`config.mk`:
```
export PLATFORM = sky130hd
export DESIGN_NAME = nibble_serial_adder_ctrl
export DESIGN_NICKNAME = d
export VERILOG_FILES = /design/src/rtl/nsa_pkg.sv /design/src/rtl/ripple_carry_adder_4_bit.sv /design/src/rtl/nibble_serial_adder_ctrl.sv
export SDC_FILE = /design/constraint.sdc
export NUM_CORES = 1
export LEC_CHECK = 0
export ABC_AREA = 0
export CAP_MARGIN = 25
export CORE_UTILIZATION = 54
export CTS_CLUSTER_SIZE = 30
export DETAILED_ROUTE_END_ITERATION = 10
export PLACE_DENSITY = 0.86
export SKIP_LAST_GASP = 1
export SLEW_MARGIN = 20
export SYNTH_ARGS = -nofsm -noshare
export SYNTH_HDL_FRONTEND = slang
export SYNTH_HIERARCHICAL = 1
export SYNTH_SLANG_ARGS = --single-unit
```
`constraint.sdc`:
```
create_clock -name clk -period 8.8 [get_ports clk]
set_input_delay 0.88 -clock clk [delete_from_list [all_inputs] [get_ports clk]]
set_output_delay 0.88 -clock clk [all_outputs]
set_load 0.03 [all_outputs]
```
`src/rtl/nsa_pkg.sv`:
```
// -----------------------------------------------------------------------------
// nsa_pkg
// Shared definitions for the nibble-serial adder controller and its 4-bit
// ripple-carry datapath.
//   NIB_W   : width of one adder slice (one nibble).
//   state_e : controller state encoding. The code 2'd3 is unused and
//             recovers to IDLE.
// -----------------------------------------------------------------------------
package nsa_pkg;

  localparam int NIB_W = 4;

  typedef enum logic [1:0] {
    IDLE = 2'd0,
    RUN  = 2'd1,
    DONE = 2'd2
  } state_e;

endpackage

```
`src/rtl/ripple_carry_adder_4_bit.sv`:
```
// -----------------------------------------------------------------------------
// ripple_carry_adder_4_bit
// Purely combinational nibble adder built from a chain of full adders.
// Ports:
//   a, b  [NIB_W-1:0] in  : addend nibbles
//   cin               in  : carry into bit 0
//   sum   [NIB_W-1:0] out : nibble sum
//   cout              out : carry out of the top bit
// -----------------------------------------------------------------------------
module ripple_carry_adder_4_bit
  import nsa_pkg::*;
(
  input  logic [NIB_W-1:0] a,
  input  logic [NIB_W-1:0] b,
  input  logic             cin,
  output logic [NIB_W-1:0] sum,
  output logic             cout
);

  logic [NIB_W:0] carry;

  always_comb begin
    carry    = '0;
    sum      = '0;
    carry[0] = cin;
    for (int i = 0; i < NIB_W; i++) begin
      sum[i]     = a[i] ^ b[i] ^ carry[i];
      carry[i+1] = (a[i] & b[i]) | (carry[i] & (a[i] ^ b[i]));
    end
  end

  assign cout = carry[NIB_W];

endmodule

```
`src/rtl/nibble_serial_adder_ctrl.sv`:
```
// -----------------------------------------------------------------------------
// nibble_serial_adder_ctrl
// Performs a WIDTH-bit addition one nibble per clock, least-significant nibble
// first, through a single 4-bit ripple-carry adder. Operands are latched on
// the accepting edge; the carry is registered between nibbles and the result
// is assembled into the sum register.
//
// Parameters:
//   WIDTH : operand/result width, a multiple of 4 and at least 4.
// Ports:
//   clk   in  : rising-edge clock
//   rst   in  : synchronous active-high reset
//   start in  : request, accepted only while busy=0
//   a, b  in  : operands, sampled on the accepting edge
//   cin   in  : carry-in, sampled on the accepting edge
//   busy  out : high in RUN and DONE
//   done  out : one-cycle pulse, sum/cout valid while high
//   sum   out : result register, held until the next accepted start
//   cout  out : final carry-out register
//   ovf   out : signed overflow flag (only when NSA_OVERFLOW_EN is defined)
//
// Build option: define NSA_OVERFLOW_EN to add the ovf port and its logic.
// -----------------------------------------------------------------------------
module nibble_serial_adder_ctrl
  import nsa_pkg::*;
#(
  parameter int WIDTH = 16
) (
  input  logic             clk,
  input  logic             rst,
  input  logic             start,
  input  logic [WIDTH-1:0] a,
  input  logic [WIDTH-1:0] b,
  input  logic             cin,
  output logic             busy,
  output logic             done,
  output logic [WIDTH-1:0] sum,
  output logic             cout
`ifdef NSA_OVERFLOW_EN
  ,
  output logic             ovf
`endif
);

  localparam int NIB   = WIDTH / NIB_W;
  localparam int IDX_W = $clog2(NIB + 1);
  localparam logic [IDX_W-1:0] LAST_IDX = IDX_W'(NIB - 1);

  state_e           state_q, state_d;
  logic [IDX_W-1:0] idx_q, idx_d;
  logic             carry_q, carry_d;
  logic [WIDTH-1:0] a_op_q, a_op_d;
  logic [WIDTH-1:0] b_op_q, b_op_d;
  logic [WIDTH-1:0] sum_q, sum_d;
  logic             cout_q, cout_d;
  logic             busy_q, busy_d;
  logic             done_q, done_d;
`ifdef NSA_OVERFLOW_EN
  logic             ovf_q, ovf_d;
`endif

  logic [NIB_W-1:0] a_nib, b_nib, nib_sum;
  logic             nib_cout;

  // Select operand nibble idx; compare-per-slice keeps index widths exact.
  always_comb begin
    a_nib = '0;
    b_nib = '0;
    for (int i = 0; i < NIB; i++) begin
      if (idx_q == IDX_W'(i)) begin
        a_nib = a_op_q[NIB_W*i +: NIB_W];
        b_nib = b_op_q[NIB_W*i +: NIB_W];
      end
    end
  end

  ripple_carry_adder_4_bit u_rca (
    .a    (a_nib),
    .b    (b_nib),
    .cin  (carry_q),
    .sum  (nib_sum),
    .cout (nib_cout)
  );

  always_comb begin
    state_d = state_q;
    idx_d   = idx_q;
    carry_d = carry_q;
    a_op_d  = a_op_q;
    b_op_d  = b_op_q;
    sum_d   = sum_q;
    cout_d  = cout_q;
    busy_d  = busy_q;
    done_d  = 1'b0;
`ifdef NSA_OVERFLOW_EN
    ovf_d   = ovf_q;
`endif

    case (state_q)
      IDLE: begin
        if (start) begin
          state_d = RUN;
          a_op_d  = a;
          b_op_d  = b;
          carry_d = cin;
          idx_d   = '0;
          sum_d   = '0;
          cout_d  = 1'b0;
          busy_d  = 1'b1;
`ifdef NSA_OVERFLOW_EN
          ovf_d   = 1'b0;
`endif
        end
      end

      RUN: begin
        for (int i = 0; i < NIB; i++) begin
          if (idx_q == IDX_W'(i)) begin
            sum_d[NIB_W*i +: NIB_W] = nib_sum;
          end
        end
        carry_d = nib_cout;
        idx_d   = idx_q + 1'b1;
        if (idx_q == LAST_IDX) begin
          cout_d  = nib_cout;
          done_d  = 1'b1;
          state_d = DONE;
`ifdef NSA_OVERFLOW_EN
          // The top bit of the final nibble is the result MSB.
          ovf_d   = (a_op_q[WIDTH-1] == b_op_q[WIDTH-1]) &&
                    (nib_sum[NIB_W-1] != a_op_q[WIDTH-1]);
`endif
        end
      end

      DONE: begin
        state_d = IDLE;
        busy_d  = 1'b0;
      end

      default: begin
        state_d = IDLE;
        busy_d  = 1'b0;
      end
    endcase
  end

  always_ff @(posedge clk) begin
    if (rst) begin
      state_q <= IDLE;
      idx_q   <= '0;
      carry_q <= 1'b0;
      a_op_q  <= '0;
      b_op_q  <= '0;
      sum_q   <= '0;
      cout_q  <= 1'b0;
      busy_q  <= 1'b0;
      done_q  <= 1'b0;
`ifdef NSA_OVERFLOW_EN
      ovf_q   <= 1'b0;
`endif
    end else begin
      state_q <= state_d;
      idx_q   <= idx_d;
      carry_q <= carry_d;
      a_op_q  <= a_op_d;
      b_op_q  <= b_op_d;
      sum_q   <= sum_d;
      cout_q  <= cout_d;
      busy_q  <= busy_d;
      done_q  <= done_d;
`ifdef NSA_OVERFLOW_EN
      ovf_q   <= ovf_d;
`endif
    end
  end

  assign busy = busy_q;
  assign done = done_q;
  assign sum  = sum_q;
  assign cout = cout_q;
`ifdef NSA_OVERFLOW_EN
  assign ovf  = ovf_q;
`endif

endmodule
```
After elaboration in Yosys (flattened, before gate mapping). Index checks and enable logic that the tools add are counted. W data, S select, Z words.

Register bits: 57. Bits of input ports: 36. Output and inout bits: 19. Logic and storage cells: 82.

Add/sub/neg operators: 1. Eq/ne operators: 9. Multiplexer cells: 27. Bitwise gates (word level): 21. Reduce and logical (&&, ||, !) cells: 12.

Operators by type and width (count): $mux W4 (12); $pmux W16 S2 (1); $mux W16 (1); $reduce_and A3 Y1 (4); $ne A2 B2 Y1 const B (5); $and A1 B1 Y1 (8); $reduce_and A2 Y1 (4); $xor A1 B1 Y1 (8); $eq A3 B2 Y1 const B (2); $pmux W1 S2 (3); $pmux W3 S2 (1); $mux W1 (5); $mux W2 (2); $or A1 B1 Y1 (4); $pmux W2 S2 (1); $add A3 B1 Y3 const B (1); $eq A3 B1 Y1 const B (1); $logic_not A3 Y1 (1); $mux W3 (1); $eq A2 B1 Y1 const B (1); $logic_not A2 Y1 (1); $reduce_bool A2 Y1 (1); $reduce_or A2 Y1 (1); $not A1 Y1 (1).

Logic depth before layout (Yosys ltp).
Depth after elaboration: 16. Depth in mapped cells: 16. Depth with buffers taken out: 15.

Cells and area by module. Netlist, hierarchy kept.

Modules (own cells, without submodules): nibble_serial_adder_ctrl (times used 1, cells an instance 283, area an instance 2417.3 um2, sequential area each 1141.1 um2); ripple_carry_adder_4_bit (times used 1, cells an instance 14, area an instance 117.6 um2, sequential area each 0.0 um2).

Worst setup path before layout. No wires, ideal clock.

Path type: register -> register. Start: register idx_q[0]. End: register sum_q[15], in the netlist sum[15]. Setup time: 72 ps. Arrival time: 3091 ps. Required time: 8728 ps. Slack: 5637 ps. Stages on the path, launching flop included: 17. Path buffers: 1. Period minus slack after synthesis: 3163 ps. Path through: dfxtp_1 > inv_1 > ha_1 > clkbuf_1 > a21oi_1 > o21ai_0 > a32o_1 > fa_1 > inv_1 > fa_1 > inv_1 > fa_1 > inv_1 > fa_1 > inv_1 > nand2_1 > mux2i_1.

Word-level cells in the longest chain between the ends: 15. Elaborated cells between the ends (all ways): 30. Classes of those cells: eq/ne (4); mux (10); bitwise (14); reduce/logical (2).

RTL lines: start: declaration (RTL line nibble_serial_adder_ctrl.sv:50) `logic [IDX_W-1:0] idx_q, idx_d;`; start signal: assignment (RTL line nibble_serial_adder_ctrl.sv:164) `idx_q <= idx_d;`; $logic_not A3 Y1 (RTL line nibble_serial_adder_ctrl.sv:70) `if (idx_q == IDX_W'(i)) begin`; $mux W4 (3 in a row) (RTL line nibble_serial_adder_ctrl.sv:70); $mux W4 (*) (RTL line nibble_serial_adder_ctrl.sv:70); via a_nib[0] (RTL line nibble_serial_adder_ctrl.sv:62) `logic [NIB_W-1:0] a_nib, b_nib, nib_sum;`; $xor A1 B1 Y1 (RTL line ripple_carry_adder_4_bit.sv:28) `carry[i+1] = (a[i] & b[i]) | (carry[i] & (a[i] ^ b[i]));`; $and A1 B1 Y1 (RTL line ripple_carry_adder_4_bit.sv:28); $or A1 B1 Y1 (*) (RTL line ripple_carry_adder_4_bit.sv:28); $and A1 B1 Y1 (*) (RTL line ripple_carry_adder_4_bit.sv:28); $or A1 B1 Y1 (*) (RTL line ripple_carry_adder_4_bit.sv:28); $and A1 B1 Y1 (*) (RTL line ripple_carry_adder_4_bit.sv:28); $or A1 B1 Y1 (*) (RTL line ripple_carry_adder_4_bit.sv:28); $xor A1 B1 Y1 (*) (RTL line ripple_carry_adder_4_bit.sv:27) `sum[i] = a[i] ^ b[i] ^ carry[i];`; via nib_sum[3] (RTL line nibble_serial_adder_ctrl.sv:62); $mux W4 (*) (RTL line nibble_serial_adder_ctrl.sv:118) `if (idx_q == IDX_W'(i)) begin`; $pmux W16 S2 (*) (RTL line nibble_serial_adder_ctrl.sv:99) `case (state_q)`; end signal: assignment (RTL line nibble_serial_adder_ctrl.sv:168) `sum_q <= sum_d;`; end: declaration (RTL line nibble_serial_adder_ctrl.sv:54) `logic [WIDTH-1:0] sum_q, sum_d;`.

Mark *: on every way through the listed nets, which the timed path passes. The rest lies on a longest branch. The select of a mux whose other input is x is not followed. A chain may end at the register's enable or synchronous reset.

Worst setup path after layout. Ends and elaborated chain as after synthesis.

==> results by stage <==
Outcome:
- The run finished, with violations left.
- The checks that failed: DRC.

Critical path:
- The launch point of the worst reg-to-reg path is idx_q[0]$_SDFFE_PP0P_.
- The critical path launch point type is a register.
- Data on the critical path is required at its endpoint by 9060 ps.
- The setup check on the worst reg-to-reg path leaves a slack of 5200 ps.
- The number of cells on the worst reg-to-reg path is 14.
- Data on the critical path arrives at its endpoint at 3860 ps.
- The capture instance of the worst register-to-register path is sum[15]$_SDFFE_PP0P_.
- The critical path start-end classification is reg2reg.
- The critical path endpoint category is a register.
- The largest driver fanout on the critical path is 14.

STA:
- On the final layout, the worst clock skew is 7.45 ps.
- The clock period minus worst slack is 3600 ps.
- In this run the tightest slew margin relative to its limit is between 50 and 60%.
- The number of hold violations in the final report is 0.
- Derived from the worst setup path, the maximum achievable clock frequency is 0.278 GHz.
- The final-report max-slew violation count is 0.
- The worst setup slack after layout is 5200 ps.
- The final worst-path cycle share is 40.9%.
- The slew of the pin with the lowest slew margin is 680 ps.
- Setup total negative slack on the finished layout was measured at 0 ps.
- Setup repair after global routing left no endpoint under its margin.
- Setup violations remaining at the end of the flow were counted as 0.
- The tightest hold margin is between 400 and 500 ps.

Floorplan:
- The row count is 24.
- The floorplan step defined a core boundary enclosing 4440 µm².
- The height of the die is 70.5 µm.
- The starting utilization of the core area is a little under three fifths.
- The die covers a little under 5000 µm².
- The top-level I/O count is 55.
- The die is roughly 71 µm wide.

Synthesis:
- The total standard cell area after synthesis is 2530 µm².
- The predominant post-synthesis flop cell is dfxtp_1.
- For this run, the number of Yosys warnings is 6.
- Averaged over all synthesized cells, the footprint is 8.54 µm².
- In this run, synthesis produced a sequential element count of 57.
- Yosys mapped a number of flops with a built-in enable equal to 0.
- The proportion of register bits with asynchronous set or reset after synthesis is 0%.
- The sequential-to-total area share from yosys stat is 45.0%.
- Synthesis produced a netlist with a net count of 342.
- The netlist uses 30 different library cells.
- The cell count after synthesis came out at 297.

Detailed routing:
- The vias per cell is 5.53.
- The count of antenna-violating nets left after detailed routing is 0.
- In the final routed layout, each cell accounts on average for between 10 and 15 µm.
- The overall via count from detail_route is roughly 2200.
- After the first detailed-routing iteration, the DRC count stood at 194.
- After detailed routing, the total wire length is 5710 µm.
- The length of the first detailed-routing pass in iterations is 7.
- For this run, design rule violations remaining after detail routing come to 6.

Layout:
- The total inserted antenna cells is 0.
- Summing all multi-input logic gate instances after layout gives 1240 µm².
- The library cell used most frequently in the layout, excluding fill and tap cells, is nand2_1.
- The register area is 1140 µm².
- The synthesis-to-finish area growth is 30.3%.
- The post-route standard cell area excluding fillers is around 3300 µm².
- The fraction of final layout cells sized beyond drive strength 1 is under 10%.
- After the last flow step, the layout net total stands at 388.
- The fill cell total of the finished layout is 371.
- Once layout is complete, the cells apart from fillers number 400.
- In the layout the commonest cells are nand2_1 (76), dfxtp_1 (57), clkdlybuf4s50_1 (54), a21oi_1 (43), a32o_1 (20).

Clock network:
- The H-tree was split into 3 levels.
- The clock root buffer master is clkbuf_8.
- The number of buffers inserted for hold repair after clock tree synthesis is 0.
- After clock tree synthesis, the clock-pin slew on the worst setup and hold paths is 60 ps.
- The number of clock buffers inserted by TritonCTS is 9.
- The CTS tree is done.
- The clock net in this run drives a total of 57 sinks.
- The post-CTS setup repair buffer count is 0.
- The buffer depth of the longest clock path is 2.
- The total of cells resized after clock tree synthesis is 0.
- The later-pin clock latency in the skew report is roughly 330 ps.

Power:
- In this run the static leakage power is around 1.2 nW.
- IR analysis of the VDD net gives a maximum drop of 129 µV.
- Power spread over the standard cell area amounts to roughly 200 nW/µm².

Placement:
- The instance area after placement is 3060 µm².
- The port buffer count is 54.
- The placer congestion estimate is 0.826.
- Prior to clock tree synthesis, the placed netlist has a worst setup slack of 5300 ps.
- The half-perimeter wire length of the detailed placement result is 3970 µm.
- In this run, placement finished with an instance count of 384.

GRT:
- The total routing usage reported by global routing is 25.1%.
- The first global-routing pass estimated 9540 µm of wire.
- The number of antenna violations at the first check in global routing came to 0.
- The maximum number of pins on one net before global-route repair is 48.
- The total grt overflow is 0.
- The number of global-route vias before repair is 2063.

Hold path:
- In this run the most critical hold path is launched from b_op_q[9]$_SDFFE_PP0P_.
- The path with the worst hold slack has its endpoint at b_op_q[9]$_SDFFE_PP0P_.
- The number of instances on the worst hold path is 2.
- The type of the worst min-delay path is reg2reg.

Run:
- The tool flagged a number of max-cap violations equal to 0.
==> worst max-delay path by stage <==
stage | from | endpoint | depth (start not counted)
final | idx_q[0]$_SDFFE_PP0P_ | sum[15]$_SDFFE_PP0P_ | 14
after detailed placement | idx_q[0]$_SDFFE_PP0P_ | sum[15]$_SDFFE_PP0P_ | 14
after CTS | idx_q[0]$_SDFFE_PP0P_ | sum[15]$_SDFFE_PP0P_ | 14
after global routing | idx_q[0]$_SDFFE_PP0P_ | sum[15]$_SDFFE_PP0P_ | 14
after floorplan | idx_q[0]$_SDFFE_PP0P_ | sum[15]$_SDFFE_PP0P_ | 16
after global placement | idx_q[0]$_SDFFE_PP0P_ | sum[15]$_SDFFE_PP0P_ | 14
==> layer usage <==
layer	wire, µm	vias up	track usage [%]
li1	-	1108	-
met2	3010	56	43.3
met1	2350	1036	29.1
met3	216	12	5.34
met4	130	0	13.6
met5	0	-	0
==> report_power, final <==
part / switching, W / internal, W / total [W] / leakage (nW)
logic: 0.0000518 / 0.0000437 / 0.0000955 / 0.638
clock network: 0.000101 / 0.000194 / 0.000296 / 0.126
registers: 0.00000899 / 0.000272 / 0.000281 / 0.466
total: 0.000162 / 0.000510 / 0.000672 / 1.23
==> final cells by class <==
class | instances | area share [%]
clock buffers | 10 | 4.17
inverters | 14 | 1.59
flip-flops and latches | 57 | 34.6
multi-input cells | 205 | 37.7
well taps | 52 | 1.97
repair buffers | 56 | 16.8
clock inverters | 6 | 3.18
==> stage by stage <==
| step | power, W | utilization, % |
|---|---|---|
| after floorplan | 0.000344 | - |
| after global routing | 0.000699 | 74.3 |
| after detailed placement | 0.000382 | 68.8 |
| final | 0.000672 | 74.3 |
| after global placement | 0.000379 | 68.8 |
| after CTS | 0.000674 | 74.3 |
==> logic make-up (layout without fill, tap and decap cells) <==
family                     after synthesis  in the layout  share of synthesized area, %
muxes                                    6              6                          2.37
and+or+nand+nor                        110            110                          20.4
adders and majority gates                9              9                          5.63
buffers and inverters                   35             86                          6.12
AOI/OAI and AO/OA                       80             80                          20.5
DFF                                     57             57                          45.0
==> Yosys cell counts (3+ instances only) <==
| library cell | n | area share (%) |
|---|---|---|
| a21o_1 | 3 | 0.89 |
| o21ai_0 | 10 | 2.0 |
| mux2i_1 | 6 | 2.4 |
| nor2_1 | 4 | 0.59 |
| clkbuf_1 | 8 | 1.2 |
| buf_2 | 10 | 2.0 |
| a21oi_1 | 43 | 8.5 |
| nor4bb_1 | 3 | 1.2 |
| nand2b_1 | 13 | 3.2 |
| dfxtp_1 | 57 | 45 |
| fa_1 | 4 | 3.2 |
| nand2_1 | 76 | 11 |
| nor3_1 | 4 | 0.79 |
| a32o_1 | 20 | 7.9 |
| inv_1 | 14 | 2.1 |
| ha_1 | 5 | 2.5 |
==> critical path, cell delays in order (launching register included) <==
cell and delay, ps:
dfxtp_1 400, ha_1 180, ha_1 450, nor2_1 240
a32o_1 300, fa_1 430, inv_1 80, fa_1 170
inv_1 50, fa_1 360, inv_1 90, fa_1 400
inv_1 150, nand2_1 80, mux2i_1 150
==> state kept, by name, indices dropped and copies added (netlist names) <==
| register | count |
|---|---|
| b_op_q | 16 |
| busy | 1 |
| cout | 1 |
| sum | 16 |
| idx_q | 3 |
| done | 1 |
| a_op_q | 16 |
| state_q | 2 |
| carry_q | 1 |
(Power assumes the default switching activity.)
